<file path="config.mk">
export PLATFORM = sky130hd
export DESIGN_NAME = hier_fanin_collector
export DESIGN_NICKNAME = d
export VERILOG_FILES = /design/src/rtl/tree_node_pkg.sv /design/src/rtl/rr_arbiter.sv /design/src/rtl/hier_fanin_collector.sv
export SDC_FILE = /design/constraint.sdc
export NUM_CORES = 1
export LEC_CHECK = 0
export CORE_MARGIN = 2
export CORE_UTILIZATION = 35
export CTS_CLUSTER_DIAMETER = 40
export DETAILED_ROUTE_END_ITERATION = 16
export PLACE_DENSITY = 0.74
export SLEW_MARGIN = 40
export SYNTH_ARGS = -nofsm -noshare
export SYNTH_HDL_FRONTEND = slang
export SYNTH_SLANG_ARGS = --single-unit
</file>
<file path="constraint.sdc">
create_clock -name clk -period 4.2 [get_ports clk]
set_input_delay 0.42 -clock clk [delete_from_list [all_inputs] [get_ports clk]]
set_output_delay 0.42 -clock clk [all_outputs]
set_load 0.01 [all_outputs]
</file>
<file path="src/rtl/tree_node_pkg.sv">
`default_nettype none
// ============================================================================
// Module      : tree_node_pkg
// Description : Shared definitions for module-tree nodes. Holds the default
//               sizing constants and the fan-in collector state encoding.
// Revision    : 1.0 - initial release
// ============================================================================
package tree_node_pkg;

    localparam int C_DEF_NUM_CHILD = 5;
    localparam int C_DEF_DATA_W    = 32;
    localparam int C_DEF_IDX_W     = 3;
    localparam int C_DEF_CNT_W     = 16;

    typedef enum logic [1:0] {
        ST_IDLE    = 2'd0,
        ST_COLLECT = 2'd1,
        ST_DRAIN   = 2'd2,
        ST_DONE    = 2'd3
    } collector_state_t;

endpackage
`default_nettype wire

</file>
<file path="src/rtl/rr_arbiter.sv">
`default_nettype none
// ============================================================================
// Module      : rr_arbiter
// Description : Combinational round-robin arbiter. The search begins at ptr
//               and wraps modulo NUM_REQ; the first requester found wins.
// Ports       : req         - request vector
//               ptr         - highest-priority position (must be < NUM_REQ)
//               enable      - grants are suppressed when low
//               grant       - one-hot grant (or zero)
//               grant_idx   - encoded index of the granted requester
//               grant_valid - a grant was issued
// Revision    : 1.0 - initial release
// ============================================================================
module rr_arbiter #(
    parameter int NUM_REQ = 5,
    parameter int IDX_W   = 3
) (
    input  logic [NUM_REQ-1:0] req,
    input  logic [IDX_W-1:0]   ptr,
    input  logic               enable,
    output logic [NUM_REQ-1:0] grant,
    output logic [IDX_W-1:0]   grant_idx,
    output logic               grant_valid
);

    // One extra bit so ptr + offset cannot overflow before the wrap.
    logic [IDX_W:0] w_pos;

    always_comb begin
        grant       = '0;
        grant_idx   = '0;
        grant_valid = 1'b0;
        w_pos       = '0;
        for (int k = 0; k < NUM_REQ; k++) begin
            w_pos = {1'b0, ptr} + (IDX_W+1)'(k);
            if (w_pos >= (IDX_W+1)'(NUM_REQ)) begin
                w_pos = w_pos - (IDX_W+1)'(NUM_REQ);
            end
            // Decode the rotated position against each requester so that no
            // variable bit-select on req is needed.
            for (int i = 0; i < NUM_REQ; i++) begin
                if (enable && !grant_valid && req[i] && (w_pos == (IDX_W+1)'(i))) begin
                    grant[i]    = 1'b1;
                    grant_idx   = IDX_W'(i);
                    grant_valid = 1'b1;
                end
            end
        end
    end

endmodule
`default_nettype wire

</file>
<file path="src/rtl/hier_fanin_collector.sv">
`default_nettype none
// ============================================================================
// Module      : hier_fanin_collector
// Description : Fan-in node of the module tree. Round-robin merges the result
//               streams of NUM_CHILD children into one registered upstream
//               stream tagged with the source index, tracks each child's
//               final beat, and flags when every child has finished.
// Ports       : clk, rst_n   - clock, asynchronous active-low reset
//               clear        - synchronous flush / restart of a round
//               child_*      - per-child valid/ready/last/data streams
//               up_*         - registered upstream stream with index tag
//               done_mask    - children whose last beat was accepted
//               all_done     - round complete
//               beat_cnt     - saturating count of upstream handshakes
// Revision    : 1.0 - initial release
// ============================================================================
module hier_fanin_collector
    import tree_node_pkg::*;
#(
    parameter int NUM_CHILD = C_DEF_NUM_CHILD,
    parameter int DATA_W    = C_DEF_DATA_W,
    parameter int IDX_W     = C_DEF_IDX_W,
    parameter int CNT_W     = C_DEF_CNT_W
) (
    input  logic                        clk,
    input  logic                        rst_n,
    input  logic                        clear,
    input  logic [NUM_CHILD-1:0]        child_valid,
    input  logic [NUM_CHILD-1:0]        child_last,
    input  logic [NUM_CHILD*DATA_W-1:0] child_data,
    output logic [NUM_CHILD-1:0]        child_ready,
    output logic                        up_valid,
    output logic [DATA_W-1:0]           up_data,
    output logic [IDX_W-1:0]            up_idx,
    output logic                        up_last,
    input  logic                        up_ready,
    output logic [NUM_CHILD-1:0]        done_mask,
    output logic                        all_done,
    output logic [CNT_W-1:0]            beat_cnt
);

    localparam logic [NUM_CHILD-1:0] C_ALL_CHILD = '1;
    localparam logic [CNT_W-1:0]     C_CNT_MAX   = '1;

    collector_state_t     r_state;
    logic [IDX_W-1:0]     r_ptr;
    logic                 r_up_valid;
    logic [DATA_W-1:0]    r_up_data;
    logic [IDX_W-1:0]     r_up_idx;
    logic                 r_up_last;
    logic [NUM_CHILD-1:0] r_done_mask;
    logic [CNT_W-1:0]     r_beat_cnt;

    logic                 w_slot_free;
    logic                 w_arb_en;
    logic                 w_up_fire;
    logic [NUM_CHILD-1:0] w_req;
    logic [NUM_CHILD-1:0] w_grant;
    logic [IDX_W-1:0]     w_grant_idx;
    logic                 w_grant_valid;
    logic [IDX_W-1:0]     w_next_ptr;
    logic [DATA_W-1:0]    w_sel_data;
    logic                 w_sel_last;

    assign w_slot_free = !r_up_valid || up_ready;
    assign w_arb_en    = w_slot_free && (r_state != ST_DONE) && !clear;
    assign w_up_fire   = r_up_valid && up_ready;
    // A child that has delivered its last beat is ignored until clear.
    assign w_req       = child_valid & ~r_done_mask;

    rr_arbiter #(
        .NUM_REQ (NUM_CHILD),
        .IDX_W   (IDX_W)
    ) u_arb (
        .req         (w_req),
        .ptr         (r_ptr),
        .enable      (w_arb_en),
        .grant       (w_grant),
        .grant_idx   (w_grant_idx),
        .grant_valid (w_grant_valid)
    );

    // Registers are forced to idle during reset, but the grant is still
    // combinational, so ready is gated explicitly to stay low in reset.
    assign child_ready = w_grant & {NUM_CHILD{rst_n}};

    assign w_next_ptr = (w_grant_idx == IDX_W'(NUM_CHILD-1)) ? '0 : w_grant_idx + 1'b1;

    // One-hot AND-OR select of the granted child's payload and last flag.
    always_comb begin
        w_sel_data = '0;
        w_sel_last = 1'b0;
        for (int i = 0; i < NUM_CHILD; i++) begin
            if (w_grant[i]) begin
                w_sel_data = child_data[i*DATA_W +: DATA_W];
                w_sel_last = child_last[i];
            end
        end
    end

    always_ff @(posedge clk or negedge rst_n) begin
        if (!rst_n) begin
            r_state     <= ST_IDLE;
            r_ptr       <= '0;
            r_up_valid  <= 1'b0;
            r_up_data   <= '0;
            r_up_idx    <= '0;
            r_up_last   <= 1'b0;
            r_done_mask <= '0;
            r_beat_cnt  <= '0;
        end else if (clear) begin
            // Any beat still waiting upstream is dropped.
            r_state     <= ST_IDLE;
            r_ptr       <= '0;
            r_up_valid  <= 1'b0;
            r_done_mask <= '0;
            r_beat_cnt  <= '0;
        end else begin
            if (w_up_fire && (r_beat_cnt != C_CNT_MAX)) begin
                r_beat_cnt <= r_beat_cnt + 1'b1;
            end

            // The output register reloads in the same cycle it is accepted,
            // giving one beat per cycle with no bubble.
            if (w_slot_free) begin
                if (w_grant_valid) begin
                    r_up_valid <= 1'b1;
                    r_up_data  <= w_sel_data;
                    r_up_idx   <= w_grant_idx;
                    r_up_last  <= w_sel_last;
                    r_ptr      <= w_next_ptr;
                    if (w_sel_last) begin
                        r_done_mask <= r_done_mask | w_grant;
                    end
                end else begin
                    r_up_valid <= 1'b0;
                end
            end

            case (r_state)
                ST_IDLE: begin
                    if (w_grant_valid) begin
                        r_state <= ST_COLLECT;
                    end
                end
                ST_COLLECT: begin
                    if (r_done_mask == C_ALL_CHILD) begin
                        r_state <= r_up_valid ? ST_DRAIN : ST_DONE;
                    end
                end
                ST_DRAIN: begin
                    if ((r_done_mask == C_ALL_CHILD) && !r_up_valid) begin
                        r_state <= ST_DONE;
                    end
                end
                ST_DONE: begin
                    r_state <= ST_DONE;
                end
                default: begin
                    r_state <= ST_IDLE;
                end
            endcase
        end
    end

    assign up_valid  = r_up_valid;
    assign up_data   = r_up_data;
    assign up_idx    = r_up_idx;
    assign up_last   = r_up_last;
    assign done_mask = r_done_mask;
    assign all_done  = (r_state == ST_DONE);
    assign beat_cnt  = r_beat_cnt;

endmodule
`default_nettype wire

</file>
After elaboration in Yosys (flattened, before gate mapping). Cells that the tools add are included.

Word-level logic and storage cells: 286. Input bits: 174. Output and inout bits: 64. Bits in registers: 63.

Magnitude comparators: 5. Add/sub/neg operators: 11. Reductions and logical operators: 120. Multiplexer cells: 107. Equal/unequal tests: 30. Bitwise logic cells: 5.

Operator list (number): $mux 32 (5); $logic_and 1x1->1 (79); $mux 3 (25); $mux 1 (59); $eq 4x2->1 const B (10); $mux 16 (2); $logic_not 1->1 (26); $eq 4x1->1 const B (5); $eq 4x3->1 const B (5); $logic_not 4->1 (5); $mux 4 (5); $mux 5 (4); $add 16x1->16 const B (1); $ge 4x3->1 const B (4); $ne 16x16->1 const B (1); $sub 4x3->4 const B (4); $mux 2 (6); $and 5x5->5 (2); $reduce_and 3->1 (3); $add 3x2->4 const B (2); $pmux 2 s4 (1); $reduce_bool 2->1 (4); $ne 3x3->1 const B (2); $eq 5x5->1 const B (1); other kinds (16) (17).

Longest topological paths before layout.
Depth in word-level cells: 132. Mapped depth: 21. Gate-level depth less buffers: 17.

Modules after synthesis. A second synthesis with hierarchy kept.

Cells, all modules: 681. Area total of the unflattened synthesis: 5368.9 um2.

By module, submodules not included: hier_fanin_collector (area an instance 3873.7 um2, sequential area each 1576.5 um2, cells each 470, instances 1); rr_arbiter (area an instance 1495.2 um2, sequential area each 0.0 um2, cells each 211, instances 1).

Worst setup path before layout. OpenSTA, ideal clock, no wires.

Path type: reg-to-reg. Start point: register r_ptr[0]. End point: register r_ptr[0]. Setup slack: -0.407 ns. Library setup time: 0.096 ns. Period minus slack after synthesis: 4.607 ns. Required time: 4.104 ns. Stages on the path, launching flop included: 22. Buffers on the path: 4. Arrival: 4.511 ns. Cell sequence: dfrtp_1 -> buf_2 -> clkinv_1 -> ha_1 -> inv_1 -> fa_1 -> a21oi_1 -> clkbuf_1 -> a21oi_1 -> o31ai_1 -> o21ai_1 -> a311oi_1 -> and4b_4 -> o211ai_1 -> o311ai_1 -> buf_2 -> buf_1 -> nor2_1 -> ha_1 -> nor2b_1 -> or4_1 -> o31ai_1.

Word-level cells in the longest chain between the ends: 130. Elaborated cells between the ends (all ways): 198. Classes of those cells: add/sub (10); order compare (5); eq/ne (21); mux (58); reduce/logical (104).

Ends and longest elaborated chain: start: declaration (RTL line hier_fanin_collector.sv:46) `logic [IDX_W-1:0] r_ptr;`; start signal: assignment (RTL line hier_fanin_collector.sv:131) `r_ptr <= w_next_ptr;`; $sub 3x3->4 or $ge 3x3->1 (tied branches) (RTL line rr_arbiter.sv:37, rr_arbiter.sv:36); $mux 4 (RTL line rr_arbiter.sv:36) `if (w_pos >= (IDX_W+1)'(NUM_REQ)) begin`; $logic_not 4->1 (RTL line rr_arbiter.sv:42) `if (enable && !grant_valid && req[i] && (w_pos == (IDX_W+1)'(i))) begin`; $logic_and 1x1->1 (RTL line rr_arbiter.sv:42); $mux 1 (RTL line rr_arbiter.sv:42); $logic_not 1->1 (RTL line rr_arbiter.sv:42); $logic_and 1x1->1 (3 in series) (RTL line rr_arbiter.sv:42); $mux 1 (RTL line rr_arbiter.sv:42); [110 not listed]; $logic_not 1->1 (RTL line rr_arbiter.sv:42); $logic_and 1x1->1 (3 in series) (RTL line rr_arbiter.sv:42); $mux 3 (RTL line rr_arbiter.sv:42); $add 3x1->3 or $eq 3x3->1 (tied branches) (RTL line hier_fanin_collector.sv:87) `assign w_next_ptr = (w_grant_idx == IDX_W'(NUM_CHILD-1)) ? '0 : w_grant_idx + 1'b1;`; $mux 3 (RTL line hier_fanin_collector.sv:87); $mux 3 (RTL line hier_fanin_collector.sv:126) `if (w_grant_valid) begin`; $mux 3 (RTL line hier_fanin_collector.sv:125) `if (w_slot_free) begin`; $mux 3 (RTL line hier_fanin_collector.sv:111) `end else if (clear) begin`.

Parallel ways exist; a longest one is shown, timed or not. The select of a mux whose other input is x is not followed. A chain may end at the register's enable or synchronous reset.

Final worst setup path.
Start point: register r_ptr[0]. End point: output port child_ready[1].

Word-level cells in the longest chain between the ends: 111. Elaborated cells between the ends (all ways): 153. Classes of those cells: add/sub (9); order compare (5); eq/ne (17); mux (31); bitwise (1); reduce/logical (90).

Ends and longest elaborated chain: $sub 3x3->4 or $ge 3x3->1 (tied branches) (RTL line rr_arbiter.sv:37, rr_arbiter.sv:36); $mux 4 (RTL line rr_arbiter.sv:36); $logic_not 4->1 (RTL line rr_arbiter.sv:42); $logic_and 1x1->1 (RTL line rr_arbiter.sv:42); $mux 1 (RTL line rr_arbiter.sv:42); $logic_not 1->1 (RTL line rr_arbiter.sv:42); $logic_and 1x1->1 (3 in series) (RTL line rr_arbiter.sv:42); $mux 1 (RTL line rr_arbiter.sv:42); [89 not listed]; $mux 1 (RTL line rr_arbiter.sv:42); $logic_not 1->1 (RTL line rr_arbiter.sv:42); $logic_and 1x1->1 (3 in series) (RTL line rr_arbiter.sv:42); $mux 1 (RTL line rr_arbiter.sv:42); $logic_not 1->1 (RTL line rr_arbiter.sv:42); $logic_and 1x1->1 (3 in series) (RTL line rr_arbiter.sv:42); $mux 1 (*) (RTL line rr_arbiter.sv:42); $and 5x5->5 (*) (RTL line hier_fanin_collector.sv:85) `assign child_ready = w_grant & {NUM_CHILD{rst_n}};`; end: declaration (RTL line hier_fanin_collector.sv:31) `output logic [NUM_CHILD-1:0] child_ready,`.

Mark *: on every way between the ends. The rest lies on a longest branch, timed or not.

==> results.toml <==
[finish]
nets = 1005
drive_gt1_share_pct = 17.3
final_area_um2 = 8210
nFillCells = 1227
fin_cells = 999
area_delta_synth_final_pct = 67.1
utilization_pct = 59.6
num_antenna_cells = 0

[detailed_routing]
ant_nets = 0
drcViolationCount = 0
via_count = 5663
first_pass_iters = 5
drt_iter0_drc = 475
wl_um = 20900
wl_per_cell_um = 20.9
vias_per_cell = 5.67

[global_routing]
globalRouteOverflowTotal = 0
grt_use_total_pct = 27.2
grt_max_degree = 40
antenna_found_initial = 0
grt_pass1_vias = 5742
grt_pass1_wl_um = 31400

[floorplan]
die_h_um = 122
core_um2 = 13800
rows = 43
die_w_um = 122
ios = 238
design.die.area_um2 = 15000
start_util_pct = 35.7

[critical_path]
crit_path_start_kind = "flop"
cpPeakStageDelay_ps = 510
crit_arrival_ps = 3680
reg2reg_to = "r_ptr[0]"
crit_top_cell = "buf_4"
r2r_slack_ps = 120
worst_r2r_startpoint = "r_ptr[0]"
critPathRequiredTime_ps = 3780
worst-setup-path-type = "reg -> out"
crit_start = "r_ptr[0]"
crit_path_end_kind = "primary output"
slowest_stage = "or4b_4"
r2r.worst_path.cells = 19
worstPathCellList = "inv_4 > ha_4 > inv_1 > fa_2 > a21oi_4 > buf_4 > o211ai_1 > or4b_4 > o21ai_4 > buf_4 > o31ai_1 > a32oi_1 > o21ai_1 > a21o_1 > and2_1 > dlygate4sd2_1"
crit_fanout = 5
critPathCapture = "child_ready[1]"

[logic_synthesis]
synth_nets = 742
yosysTopAreaCell = "dfrtp_1"
ys_warn_count = 0
yosysTopAreaCellShare_pct = 32.1
syn_avg_cell_area_um2 = 8.92
postSynth.asyncResetShare_pct = 100
synth_commonest_cells = "dfrtp_1, a21oi_1, nor2_1"
synth_seq_cells = 63
seq_area_frac_synth_pct = 32.1
synth_edf_count = 0
synth_flop_cell = "dfrtp_1"
ys_top_cells_by_area = "dfrtp_1, a221oi_2, a21oi_1"
syn_inst = 551
ys_types = 73
yosysMostFrequentCell = "dfrtp_1"
netlist_area_um2 = 4910

[clock_tree]
cts-root-buf = "clkbuf_16"
numCtsBuffers = 9
clk_latency_ps = 340
postCtsHoldBufs = 0
numClockSinks = 63
htreeDepth = 3
clk_pin_slew_ps = 60
cts_buffer_depth = 2
cts_tree = "yes"

[job]
cap_violations = 0

[placed_design]
gp_congestion = 0.967
postPlaceCellArea_um2 = 7720
dpl.hpwl_um = 16300
numPortBuffers = 237
place_inst = 974

[sta]
relSlewSlack_pct = 61.5
setup_violations = 0
max_freq_ghz = 0.244
hold_ws_ps = 47.6
finalHoldViolCount = 0
fin_crit_sh_pct = 97.7
finClkSkew_ps = 5.76
rsz0062_at_grt = "true"
worst_slew_pin_slew_ps = 572
final.setup.tns_ps = 0
finalCriticalPeriod_ps = 4100
drv_slew = 0

[pwr]
leakage_uw = 0.00329
pwr_density_cell_nw_per_um2 = 851
peakVddDrop_mv = 0.834

[hold_path]
min_path_type = "in -> async"

[status]
status = "finished clean"
-- area by class of cell --
type                    count  area, µm²  share of cell area, %
clock buffers              10        239                   2.91
clock inverters             6       60.1                  0.731
inverters                  15       58.8                  0.716
multi-input cells         434       3260                   39.7
flip-flops and latches     63       1580                   19.2
well taps                 180        225                   2.74
repair buffers            291       2790                   34.0
-- worst max-delay path: cells and delay by family, from the launching register on --
kind / cells / cell delay [ps]
compound gates: 7 / 950
fa+ha+maj: 2 / 570
buf+inv: 5 / 710
flops: 1 / 430
simple gates: 2 / 690
-- how the worst min path moves through the flow --
stage / to / cells past startpoint / startpoint
finish: up_data[26] / 1 / rst_n
global route: up_data[26] / 1 / rst_n
CTS: up_data[26] / 1 / rst_n
detailed placement: up_data[26] / 1 / rst_n
global placement: up_idx[2] / 2 / up_idx[2]
floorplan: beat_cnt[0] / 0 / rst_n
-- layer usage --
layer	routed length (µm)	global-route usage, %
met5	0	0
met4	383	7.40
met3	1630	6.97
met2	10200	44.3
met1	8630	35.7
-- report_power, final --
| part | internal [µW] | switching [µW] | total [µW] |
|---|---|---|---|
| sequential | 890 | 174 | 1060 |
| combinational | 2330 | 2840 | 5170 |
| clock | 472 | 279 | 751 |
-- layout by cell type, fill, tap and decap left out, types with 7 or more instances in the layout --
| cell | Yosys | layout |
|---|---|---|
| nor3_1 | 8 | 8 |
| ha_1 | 16 | 10 |
| o21ai_0 | 12 | 11 |
| clkdlybuf4s50_1 | 0 | 231 |
| inv_1 | 14 | 14 |
| nand2_1 | 28 | 28 |
| dfrtp_1 | 63 | 61 |
| buf_4 | 0 | 51 |
| clkbuf_16 | 0 | 9 |
| o22ai_1 | 33 | 33 |
| and2_1 | 7 | 7 |
| a22oi_1 | 35 | 34 |
| nor4_1 | 7 | 7 |
| nand4_1 | 9 | 9 |
| nand2b_1 | 12 | 11 |
| nor2b_1 | 12 | 12 |
| a221oi_2 | 27 | 27 |
| xor2_1 | 10 | 10 |
| nand3_1 | 9 | 9 |
| a21oi_1 | 58 | 55 |
| nor2_1 | 39 | 38 |
-- per-stage QoR --
stage | total power (µW) | setup slack [ps]
2_1_floorplan | 4200 | 7.47
3_3_place_gp | 5890 | 28.5
3_5_place_dp | 5970 | -7.33
4_1_cts | 6820 | -42.8
5_1_grt | 7500 | -40.4
6_report | 6990 | 95.2
-- logic make-up after synthesis --
group | after synthesis | synth area share, %
AO/OA/AOI/OAI | 221 | 34.1
AND/OR/NAND/NOR | 174 | 20.0
flip-flops | 63 | 32.1
buffers and inverters | 54 | 5.25
adder cells (fa/ha/maj) | 17 | 4.48
XOR/XNOR | 15 | 2.67
multiplexers | 7 | 1.45
-- registers in the layout (all words and copies together) (netlist names) --
register and count:
done_mask 5, beat_cnt 16, up_valid 1, up_last 1, r_ptr 3, up_idx 3
up_data 32, r_state 2
-- what timing repair did --
item | 4_1_cts | 5_1_grt
pin swaps | 4 | 7
resized for setup | 15 | 24
gates cloned | 0 | 0
setup endpoints to repair | 5 | 8
setup buffers | 4 | 7
Power figures use the tool's default switching activity.
